<file path="src/rtl/mips_pkg.sv">
// Shared MIPS encodings: opcode constants, ALUop encodings and the decoded control bundle.
// The ALU control unit imports the same ALUop definitions.
package mips_pkg;

    localparam logic [5:0] OP_RTYPE = 6'b000000;
    localparam logic [5:0] OP_LW    = 6'b100011;
    localparam logic [5:0] OP_SW    = 6'b101011;
    localparam logic [5:0] OP_BEQ   = 6'b000100;
    localparam logic [5:0] OP_ADDI  = 6'b001000;

    typedef enum logic [1:0] {
        ALU_ADD   = 2'b00,
        ALU_SUB   = 2'b01,
        ALU_RTYPE = 2'b10
    } alu_op_e;

    typedef struct packed {
        logic    reg_dst;
        logic    alu_src;
        logic    mem_to_reg;
        logic    reg_write;
        logic    mem_read;
        logic    mem_write;
        logic    branch;
        alu_op_e alu_op;
    } ctrl_t;

    localparam ctrl_t CTRL_NOP = '{reg_dst: 1'b0, alu_src: 1'b0, mem_to_reg: 1'b0,
                                   reg_write: 1'b0, mem_read: 1'b0, mem_write: 1'b0,
                                   branch: 1'b0, alu_op: ALU_ADD};

    // Only these formats actually source a register from the rt field.
    function automatic logic reads_rt(input logic [5:0] op);
        return (op == OP_RTYPE) || (op == OP_SW) || (op == OP_BEQ);
    endfunction

endpackage

</file>
<file path="src/rtl/main_ctrl_idex_if.sv">
// ID/EX control boundary: IF/ID inputs, hazard stall and the registered ID/EX outputs.
interface main_ctrl_idex_if #(parameter int ILL_CNT_W = 8);
    logic                 id_valid;
    logic [31:0]          id_instr;
    logic                 flush;
    logic                 stall;
    logic                 ex_valid;
    logic [1:0]           ex_ALUop;
    logic [5:0]           ex_funct;
    logic                 ex_RegDst;
    logic                 ex_ALUSrc;
    logic                 ex_MemtoReg;
    logic                 ex_RegWrite;
    logic                 ex_MemRead;
    logic                 ex_MemWrite;
    logic                 ex_Branch;
    logic [4:0]           ex_rs;
    logic [4:0]           ex_rt;
    logic [4:0]           ex_rd;
    logic                 illegal;
    logic [ILL_CNT_W-1:0] ill_cnt;

    modport master (
        output id_valid, id_instr, flush,
        input  stall, ex_valid, ex_ALUop, ex_funct, ex_RegDst, ex_ALUSrc, ex_MemtoReg,
               ex_RegWrite, ex_MemRead, ex_MemWrite, ex_Branch, ex_rs, ex_rt, ex_rd,
               illegal, ill_cnt
    );

    modport slave (
        input  id_valid, id_instr, flush,
        output stall, ex_valid, ex_ALUop, ex_funct, ex_RegDst, ex_ALUSrc, ex_MemtoReg,
               ex_RegWrite, ex_MemRead, ex_MemWrite, ex_Branch, ex_rs, ex_rt, ex_rd,
               illegal, ill_cnt
    );
endinterface

</file>
<file path="src/rtl/main_ctrl_idex_decoder.sv">
// Combinational main decoder: opcode to control bundle, flagging unknown opcodes.
module main_decoder
    import mips_pkg::*;
(
    input  logic [5:0] opcode_i,
    output ctrl_t      ctrl_o,
    output logic       illegal_o
);

    // Opcode table; anything unlisted decodes as an all-zero bundle and is flagged.
    always_comb begin
        ctrl_o    = CTRL_NOP;
        illegal_o = 1'b0;
        case (opcode_i)
            OP_RTYPE: begin
                ctrl_o.reg_dst   = 1'b1;
                ctrl_o.reg_write = 1'b1;
                ctrl_o.alu_op    = ALU_RTYPE;
            end
            OP_LW: begin
                ctrl_o.alu_src    = 1'b1;
                ctrl_o.mem_to_reg = 1'b1;
                ctrl_o.reg_write  = 1'b1;
                ctrl_o.mem_read   = 1'b1;
            end
            OP_SW: begin
                ctrl_o.alu_src   = 1'b1;
                ctrl_o.mem_write = 1'b1;
            end
            OP_BEQ: begin
                ctrl_o.branch = 1'b1;
                ctrl_o.alu_op = ALU_SUB;
            end
            OP_ADDI: begin
                ctrl_o.alu_src   = 1'b1;
                ctrl_o.reg_write = 1'b1;
            end
            default: begin
                illegal_o = 1'b1;
            end
        endcase
    end

endmodule

</file>
<file path="src/rtl/main_ctrl_idex.sv">
// ID-stage control: load-use hazard detection, ID/EX pipeline register and
// a saturating illegal-opcode counter.
module main_ctrl_idex
    import mips_pkg::*;
#(
    parameter int ILL_CNT_W = 8
) (
    input  logic            clk,
    input  logic            rst_n,
    main_ctrl_idex_if.slave bus
);

    logic [5:0]           opcode_s;
    logic [4:0]           rs_s, rt_s, rd_s;
    ctrl_t                dec_ctrl_s;
    logic                 dec_illegal_s;
    logic                 stall_s, issue_s, count_s;

    ctrl_t                ctrl_q, ctrl_d;
    logic                 ex_valid_q, ex_valid_d;
    logic [5:0]           ex_funct_q, ex_funct_d;
    logic [4:0]           ex_rs_q, ex_rt_q, ex_rd_q;
    logic                 illegal_q;
    logic [ILL_CNT_W-1:0] ill_cnt_q, ill_cnt_d;

    assign opcode_s = bus.id_instr[31:26];
    assign rs_s     = bus.id_instr[25:21];
    assign rt_s     = bus.id_instr[20:16];
    assign rd_s     = bus.id_instr[15:11];

    main_decoder u_dec (
        .opcode_i  (opcode_s),
        .ctrl_o    (dec_ctrl_s),
        .illegal_o (dec_illegal_s)
    );

    // Load-use detection and ID/EX next-state; flush overrides both stall and decode.
    always_comb begin
        stall_s = 1'b0;
        if (!bus.flush && ex_valid_q && ctrl_q.mem_read && bus.id_valid &&
            (ex_rt_q != 5'd0) &&
            ((ex_rt_q == rs_s) || ((ex_rt_q == rt_s) && reads_rt(opcode_s)))) begin
            stall_s = 1'b1;
        end else begin
            stall_s = 1'b0;
        end

        issue_s    = bus.id_valid && !bus.flush && !stall_s;
        count_s    = issue_s && dec_illegal_s;
        ex_valid_d = issue_s && !dec_illegal_s;

        if (ex_valid_d) begin
            ctrl_d     = dec_ctrl_s;
            ex_funct_d = bus.id_instr[5:0];
        end else begin
            ctrl_d     = CTRL_NOP;
            ex_funct_d = 6'd0;
        end

        // A stalled illegal instruction is re-presented next cycle, so it is counted once.
        if (count_s && (ill_cnt_q != {ILL_CNT_W{1'b1}})) begin
            ill_cnt_d = ill_cnt_q + {{(ILL_CNT_W-1){1'b0}}, 1'b1};
        end else begin
            ill_cnt_d = ill_cnt_q;
        end
    end

    // ID/EX register and illegal-opcode bookkeeping.
    always_ff @(posedge clk or negedge rst_n) begin
        if (!rst_n) begin
            ctrl_q     <= CTRL_NOP;
            ex_valid_q <= 1'b0;
            ex_funct_q <= 6'd0;
            ex_rs_q    <= 5'd0;
            ex_rt_q    <= 5'd0;
            ex_rd_q    <= 5'd0;
            illegal_q  <= 1'b0;
            ill_cnt_q  <= {ILL_CNT_W{1'b0}};
        end else begin
            ctrl_q     <= ctrl_d;
            ex_valid_q <= ex_valid_d;
            ex_funct_q <= ex_funct_d;
            ex_rs_q    <= rs_s;
            ex_rt_q    <= rt_s;
            ex_rd_q    <= rd_s;
            illegal_q  <= count_s;
            ill_cnt_q  <= ill_cnt_d;
        end
    end

    assign bus.stall       = stall_s;
    assign bus.ex_valid    = ex_valid_q;
    assign bus.ex_ALUop    = ctrl_q.alu_op;
    assign bus.ex_funct    = ex_funct_q;
    assign bus.ex_RegDst   = ctrl_q.reg_dst;
    assign bus.ex_ALUSrc   = ctrl_q.alu_src;
    assign bus.ex_MemtoReg = ctrl_q.mem_to_reg;
    assign bus.ex_RegWrite = ctrl_q.reg_write;
    assign bus.ex_MemRead  = ctrl_q.mem_read;
    assign bus.ex_MemWrite = ctrl_q.mem_write;
    assign bus.ex_Branch   = ctrl_q.branch;
    assign bus.ex_rs       = ex_rs_q;
    assign bus.ex_rt       = ex_rt_q;
    assign bus.ex_rd       = ex_rd_q;
    assign bus.illegal     = illegal_q;
    assign bus.ill_cnt     = ill_cnt_q;

endmodule

</file>
<file path="src/flat_wrapper.sv">
// flat-port wrapper written by rule: the top's interface ports become plain ports
module main_ctrl_idex_flat import mips_pkg::*;
#(
    parameter int ILL_CNT_W = 8
)
  (clk, rst_n, bus_id_valid, bus_id_instr, bus_flush, bus_stall, bus_ex_valid, bus_ex_ALUop, bus_ex_funct, bus_ex_RegDst, bus_ex_ALUSrc, bus_ex_MemtoReg, bus_ex_RegWrite, bus_ex_MemRead, bus_ex_MemWrite, bus_ex_Branch, bus_ex_rs, bus_ex_rt, bus_ex_rd, bus_illegal, bus_ill_cnt);
  main_ctrl_idex_if #(.ILL_CNT_W(ILL_CNT_W)) bus_i ();
  input  logic clk;
  input  logic rst_n;
  input wire logic [$bits(bus_i.id_valid)-1:0] bus_id_valid;
  input wire logic [$bits(bus_i.id_instr)-1:0] bus_id_instr;
  input wire logic [$bits(bus_i.flush)-1:0] bus_flush;
  output wire logic [$bits(bus_i.stall)-1:0] bus_stall;
  output wire logic [$bits(bus_i.ex_valid)-1:0] bus_ex_valid;
  output wire logic [$bits(bus_i.ex_ALUop)-1:0] bus_ex_ALUop;
  output wire logic [$bits(bus_i.ex_funct)-1:0] bus_ex_funct;
  output wire logic [$bits(bus_i.ex_RegDst)-1:0] bus_ex_RegDst;
  output wire logic [$bits(bus_i.ex_ALUSrc)-1:0] bus_ex_ALUSrc;
  output wire logic [$bits(bus_i.ex_MemtoReg)-1:0] bus_ex_MemtoReg;
  output wire logic [$bits(bus_i.ex_RegWrite)-1:0] bus_ex_RegWrite;
  output wire logic [$bits(bus_i.ex_MemRead)-1:0] bus_ex_MemRead;
  output wire logic [$bits(bus_i.ex_MemWrite)-1:0] bus_ex_MemWrite;
  output wire logic [$bits(bus_i.ex_Branch)-1:0] bus_ex_Branch;
  output wire logic [$bits(bus_i.ex_rs)-1:0] bus_ex_rs;
  output wire logic [$bits(bus_i.ex_rt)-1:0] bus_ex_rt;
  output wire logic [$bits(bus_i.ex_rd)-1:0] bus_ex_rd;
  output wire logic [$bits(bus_i.illegal)-1:0] bus_illegal;
  output wire logic [$bits(bus_i.ill_cnt)-1:0] bus_ill_cnt;
  assign bus_i.id_valid = bus_id_valid;
  assign bus_i.id_instr = bus_id_instr;
  assign bus_i.flush = bus_flush;
  assign bus_stall = bus_i.stall;
  assign bus_ex_valid = bus_i.ex_valid;
  assign bus_ex_ALUop = bus_i.ex_ALUop;
  assign bus_ex_funct = bus_i.ex_funct;
  assign bus_ex_RegDst = bus_i.ex_RegDst;
  assign bus_ex_ALUSrc = bus_i.ex_ALUSrc;
  assign bus_ex_MemtoReg = bus_i.ex_MemtoReg;
  assign bus_ex_RegWrite = bus_i.ex_RegWrite;
  assign bus_ex_MemRead = bus_i.ex_MemRead;
  assign bus_ex_MemWrite = bus_i.ex_MemWrite;
  assign bus_ex_Branch = bus_i.ex_Branch;
  assign bus_ex_rs = bus_i.ex_rs;
  assign bus_ex_rt = bus_i.ex_rt;
  assign bus_ex_rd = bus_i.ex_rd;
  assign bus_illegal = bus_i.illegal;
  assign bus_ill_cnt = bus_i.ill_cnt;
  main_ctrl_idex #(.ILL_CNT_W(ILL_CNT_W)) u_core (.clk(clk), .rst_n(rst_n), .bus(bus_i));
endmodule
</file>
<file path="config.mk">
export PLATFORM = sky130hd
export DESIGN_NAME = main_ctrl_idex_flat
export DESIGN_NICKNAME = d
export VERILOG_FILES = /design/src/rtl/mips_pkg.sv /design/src/rtl/main_ctrl_idex_if.sv /design/src/rtl/main_ctrl_idex_decoder.sv /design/src/rtl/main_ctrl_idex.sv /design/src/flat_wrapper.sv
export SDC_FILE = /design/constraint.sdc
export NUM_CORES = 1
export LEC_CHECK = 0
export CAP_MARGIN = 20
export CORE_ASPECT_RATIO = 1.25
export CORE_UTILIZATION = 39
export DETAILED_ROUTE_END_ITERATION = 6
export PLACE_DENSITY = 0.78
export SYNTH_ARGS = -nofsm -noshare
export SYNTH_HDL_FRONTEND = slang
export SYNTH_SLANG_ARGS = --single-unit
</file>
<file path="constraint.sdc">
create_clock -name clk -period 2.2 [get_ports clk]
set_input_delay 0.33 -clock clk [delete_from_list [all_inputs] [get_ports clk]]
set_output_delay 0.33 -clock clk [all_outputs]
set_load 0.005 [all_outputs]
</file>
; Word level (Yosys, flattened, before mapping)
; Cells that the tools add are included.
[totals]
regBits = 40
output_inout_bits = 41
[classes]
add_sub_neg = 1
n_eq_ne = 7
n_mux = 11
n_reduce_logical = 21
[ops]
columns = cell, count
row1 = == test 6 bit (second input constant), 2
row2 = logical AND 1 bit, 11
row3 = == test 5 bit, 2
row4 = 2-to-1 mux 9 bit, 1
row5 = adder 8 x 1 -> 8 bit (second input constant), 1
row6 = 2-to-1 mux 1 bit, 8
row7 = != test 8 bit (second input constant), 1
row8 = == test 6 x 3 -> 1 bit (second input constant), 1
row9 = == test 6 x 4 -> 1 bit (second input constant), 1
row10 = zero test 6 bit, 1
row11 = 2-to-1 mux 6 bit, 1
row12 = OR reduction 3 bit, 2
row13 = nonzero test 5 bit, 1
row14 = OR reduction 5 bit, 1
row15 = case mux 2 bit (2 select lines), 1
row16 = logical OR 1 bit, 3
row17 = zero test 1 bit, 2

; Depth between registers and ports, before layout
[depth]
depth_word = 11
depth_mapped = 8

; Modules after synthesis
; Synthesis repeated with hierarchy kept, for this count alone.
[unflattened]
hier_cells = 133
area_unflattened_um2 = 1717.9
[modules_own_cells]
columns = mod, n_inst, cells_each, area_per_inst_um2
row1 = main_ctrl_idex, 1, 115, 1574.0
row2 = main_decoder, 1, 18, 143.9

; Worst setup path before layout
; No wires, ideal clock.
[synth_path]
path_kind = reg2reg
from = register u_core.ex_rt_q[1] (netlist: u_core.bus.ex_rt[1])
to = register u_core.ill_cnt_q[6] (netlist: u_core.bus.ill_cnt[6])
setup_time_ns = 0.128
t_arrival_ns = 1.950
required_ns = 2.072
path_slack_ns = 0.123
stages_incl_launch_ff = 8
path_cell_list = dfrtp_1 -> or4_1 -> o21ai_1 -> or4b_1 -> nand2_1 -> buf_6 -> nor4_2 -> mux2_1
[synth_via]
elab_chain_cells = 9
word_cells_on_any_way = 12
classes_between = eq/ne: 2 / mux: 1 / reduce/logical: 9
[synth_lines]
columns = element, line
row1 = from (decl), main_ctrl_idex.sv:22  ; logic [4:0] ex_rs_q, ex_rt_q, ex_rd_q;
row2 = from (signal assigned), main_ctrl_idex.sv:84  ; ex_rt_q <= rt_s;
row3 = == test 5 bit, main_ctrl_idex.sv:42  ; ((ex_rt_q == rs_s) || ((ex_rt_q == rt_s) && reads_rt(opcode_s)))) begin
row4 = logical AND 1 bit, main_ctrl_idex.sv:42
row5 = logical OR 1 bit, main_ctrl_idex.sv:42
row6 = logical AND 1 bit (*), main_ctrl_idex.sv:41  ; (ex_rt_q != 5'd0) &&
row7 = 2-to-1 mux 1 bit (*), main_ctrl_idex.sv:40  ; if (!bus.flush && ex_valid_q && ctrl_q.mem_read && bus.id_valid &&
row8 = via bus_stall, flat_wrapper.sv:13  ; output wire logic [$bits(bus_i.stall)-1:0] bus_stall;
row9 = zero test 1 bit (*), main_ctrl_idex.sv:48  ; issue_s = bus.id_valid && !bus.flush && !stall_s;
row10 = logical AND 1 bit (*), main_ctrl_idex.sv:48
row11 = logical AND 1 bit (*), main_ctrl_idex.sv:49  ; count_s = issue_s && dec_illegal_s;
row12 = logical AND 1 bit (*), main_ctrl_idex.sv:61  ; if (count_s && (ill_cnt_q != {ILL_CNT_W{1'b1}})) begin
row13 = to (signal assigned), main_ctrl_idex.sv:78  ; ill_cnt_q <= {ILL_CNT_W{1'b0}};
row14 = to (signal assigned), main_ctrl_idex.sv:87  ; ill_cnt_q <= ill_cnt_d;
row15 = to (decl), main_ctrl_idex.sv:24  ; logic [ILL_CNT_W-1:0] ill_cnt_q, ill_cnt_d;
; The timed path passes the listed nets; every way through them passes the cells marked *.
; A chain may end at the register's enable or synchronous reset.

; Final worst setup path
[layout_path]
from = register u_core.ex_rt_q[3] (netlist: u_core.bus.ex_rt[3])
to = output bus_stall
[layout_via]
elab_chain_cells = 5
word_cells_on_any_way = 8
classes_between = eq/ne: 2 / mux: 1 / reduce/logical: 5
[layout_lines]
columns = element, line
row1 = == test 5 bit, main_ctrl_idex.sv:42
row2 = logical AND 1 bit, main_ctrl_idex.sv:42
row3 = logical OR 1 bit, main_ctrl_idex.sv:42
row4 = logical AND 1 bit (*), main_ctrl_idex.sv:41
row5 = 2-to-1 mux 1 bit (*), main_ctrl_idex.sv:40
row6 = to (decl), flat_wrapper.sv:13
; Every way passes the cells marked *; elsewhere a longest branch is shown, timed or not.

==> reports/qor.csv <==
metric;value;unit
start_util;40.9;%
diodes;0;
clock.fmax;465;MHz
ys_seq_area_share;63.1;%
rr_startpoint;u_core.bus.ex_rt[3];
instances_no_fill;270;
clk_latency;0.29;ns
area_growth_syn_to_layout;72.2;%
hold_ws;0.130;ns
place_congestion;0.784;
htreeDepth;2;
drt_first_pass_iters;3;
die_h;72.4;microns
final_common_cell;clkdlybuf4s50_1;
async_flop_share;100;%
status;finished clean;
cts.sinks;39;
track_usage;19.8;%
hold_viol_final;0;
grt_pass1_wl;6210;microns
syn_avg_cell_area;13.1;sq um
cts_tree;yes;
post-place-ws;-0.503;ns
worst_pin_slew;0.833;ns
yosysTopAreaCellShare;63.1;%
grt-ovfl-total;0;
grt_pass1_vias;1329;
drive_gt1_share;23.1;%
worstPathMaxFanout;3;
wl_per_cell;14.3;microns
p_total;0.00184;W
ioPinCount;77;
clk_pin_slew;0.08;ns
dpl.hpwl;2830;microns
vias_per_cell;4.67;
synth_edf_count;0;
grt_max_degree;40;
fin_ws;0.0475;ns
grt_antenna_before_repair;0;
combPwrFrac;19.8;%
clk_path_buf_depth;2;
grt_setup_unrepaired;yes;
setup.worst_path.start;u_core.bus.ex_rt[3];
clock-skew-final;0.00732;ns
ff2ff_setup_slack;0.07;ns
dp.cells;256;
fin_crit_sh;97.8;%
drv_cap;0;
p_sw_share;24.4;%
p_int;0.00139;W
ys_warn_count;0;
power.leakage;1.21;nW
syn_nets;155;
fp-row-count;25;
syn_inst;118;
crit_end;bus_stall;
yosys.area.top_type;dfrtp_1;
port_buffers;71;
arrival;1.82;ns
power_per_cell_area;689;nW/um^2
synth_area_leaders;dfrtp_1, xnor2_1, xor2_1, and2_1, and3_1;
power_frac_clock;33.3;%
setup_viol;0;
clockRootBuffer;clkbuf_8;
cp-start-kind;flop;
timing.rr.end;u_core.bus.ex_MemRead;
ant_nets;0;
cts_buffers;5;
layout.nets;252;
drc_errors;0;
switchingPower;0.000449;W
mostFrequentLayoutCells;clkdlybuf4s50_1, dfrtp_1, buf_4;
finalCriticalPeriod;2.15;ns
r2r_cells;7;
worstPathRequired;1.87;ns
synth-seq-cells;39;
maxSlewHeadroom;44.5;%
ir_worst_vdd;0.000474;V
yosys_most_used_dff;dfrtp_1;
first_iter_violations;34;
seq_power_share;46.8;%
wl;3860;microns
dr_total_vias;1260;
crit_type;reg -> out;
yosysUniqueCellTypes;33;
core;3780;sq um
slew_viol_final;0;
min_path_type;in -> async;
syn_area;1550;sq um
die_w;58.3;microns
end_kind;output pin;
die_area;4220;sq um
## state kept, by name, indices dropped and copies added (netlist names)
signal,count
u_core.bus.ex_funct,6
u_core.bus.ex_ALUop,2
u_core.bus.illegal,1
u_core.bus.ill_cnt,8
u_core.bus.ex_Branch,1
u_core.bus.ex_RegDst,1
u_core.bus.ex_ALUSrc,1
u_core.bus.ex_rs,5
u_core.bus.ex_rt,5
u_core.bus.ex_valid,1
u_core.bus.ex_MemWrite,1
u_core.bus.ex_RegWrite,1
u_core.bus.ex_rd,5
u_core.bus.ex_MemRead,1
## layer usage
layer / up-vias / GRT usage, % / part of all wire [%] / routed length, microns
met5: - / 0 / 0 / 0
met4: 0 / 7.94 / 1.6 / 63
li1: 607 / - / - / -
met2: 35 / 35.5 / 58 / 2230
met3: 7 / 4.99 / 4.4 / 168
met1: 611 / 22.0 / 36 / 1390
## layout make-up
type / count / area (sq um)
well taps: 54 / 67.6
clock inverters: 2 / 35.0
multi-input cells: 75 / 612
flip-flops and latches: 39 / 976
repair buffers: 93 / 887
clock buffers: 6 / 82.6
inverters: 1 / 3.75
fillers: 268 / 1120
## power by group through the flow
stage	logic [W]	clock network (W)	registers (W)
after floorplan	0.000102	0	0.000868
after global placement	0.000346	0	0.000867
after detailed placement	0.000359	0	0.000873
after CTS	0.000364	0.000626	0.000861
after global routing	0.000391	0.000659	0.000871
final	0.000364	0.000612	0.000860
## synthesized netlist by cell type, types with 2 or more instances
cell / n
nor3_2: 3
dfrtp_1: 39
or4_1: 2
nand3_1: 3
nor2_1: 5
and4b_1: 2
nor4_2: 2
xnor2_1: 11
nand4_1: 3
xor2_1: 5
mux2_1: 2
nand2_1: 5
nand2b_1: 3
nor3_1: 5
and3_1: 5
and2_1: 6
## cell families after synthesis
| group | count (synthesis) | share of synthesized area, % |
|---|---|---|
| XOR/XNOR | 16 | 9.06 |
| multiplexers | 2 | 1.46 |
| adder cells (fa/ha/maj) | 1 | 0.809 |
| AO/OA/AOI/OAI | 6 | 2.83 |
| AND/OR/NAND/NOR | 50 | 21.0 |
| flip-flops | 39 | 63.1 |
| buffers and inverters | 4 | 1.78 |
## worst min-delay path by stage
stage                     depth (start not counted)                   end  slack, ns   from
after floorplan                                   0  u_core.bus.ex_ALUSrc       0.03  rst_n
after global placement                            1   u_core.bus.ex_rd[3]       0.46  rst_n
after detailed placement                          1   u_core.bus.ex_rd[2]       0.49  rst_n
after CTS                                         1   u_core.bus.ex_rs[2]       0.17  rst_n
after global routing                              1   u_core.bus.ex_rd[2]       0.19  rst_n
final                                             1   u_core.bus.ex_rd[2]       0.13  rst_n
## what timing repair did
| item | 4_1_cts | 5_1_grt |
|---|---|---|
| cloned | 0 | 0 |
| hold buffers | 0 | 0 |
| pin swaps | 6 | 11 |
| buffers inserted | 4 | 3 |
| gates resized for setup | 16 | 13 |
| endpoints found under the setup margin | 9 | 10 |
## critical path, stage by stage, from the launching register on
cell     delay (ns)
dfrtp_1        0.41
buf_6          0.13
xnor2_2        0.11
nand4_1        0.12
or4b_4         0.57
nand2_4        0.10
buf_6          0.09
## metrics by stage
step,cell area [sq um],setup TNS (ns),utilization (%)
2_1_floorplan,1550,0,-
3_3_place_gp,2420,-3.37,63.8
3_5_place_dp,2420,-4.09,63.8
4_1_cts,2590,0,68.4
5_1_grt,2660,-0.0106,70.4
6_report,2660,0,70.4
No activity file was read; power rests on OpenSTA's default activity.
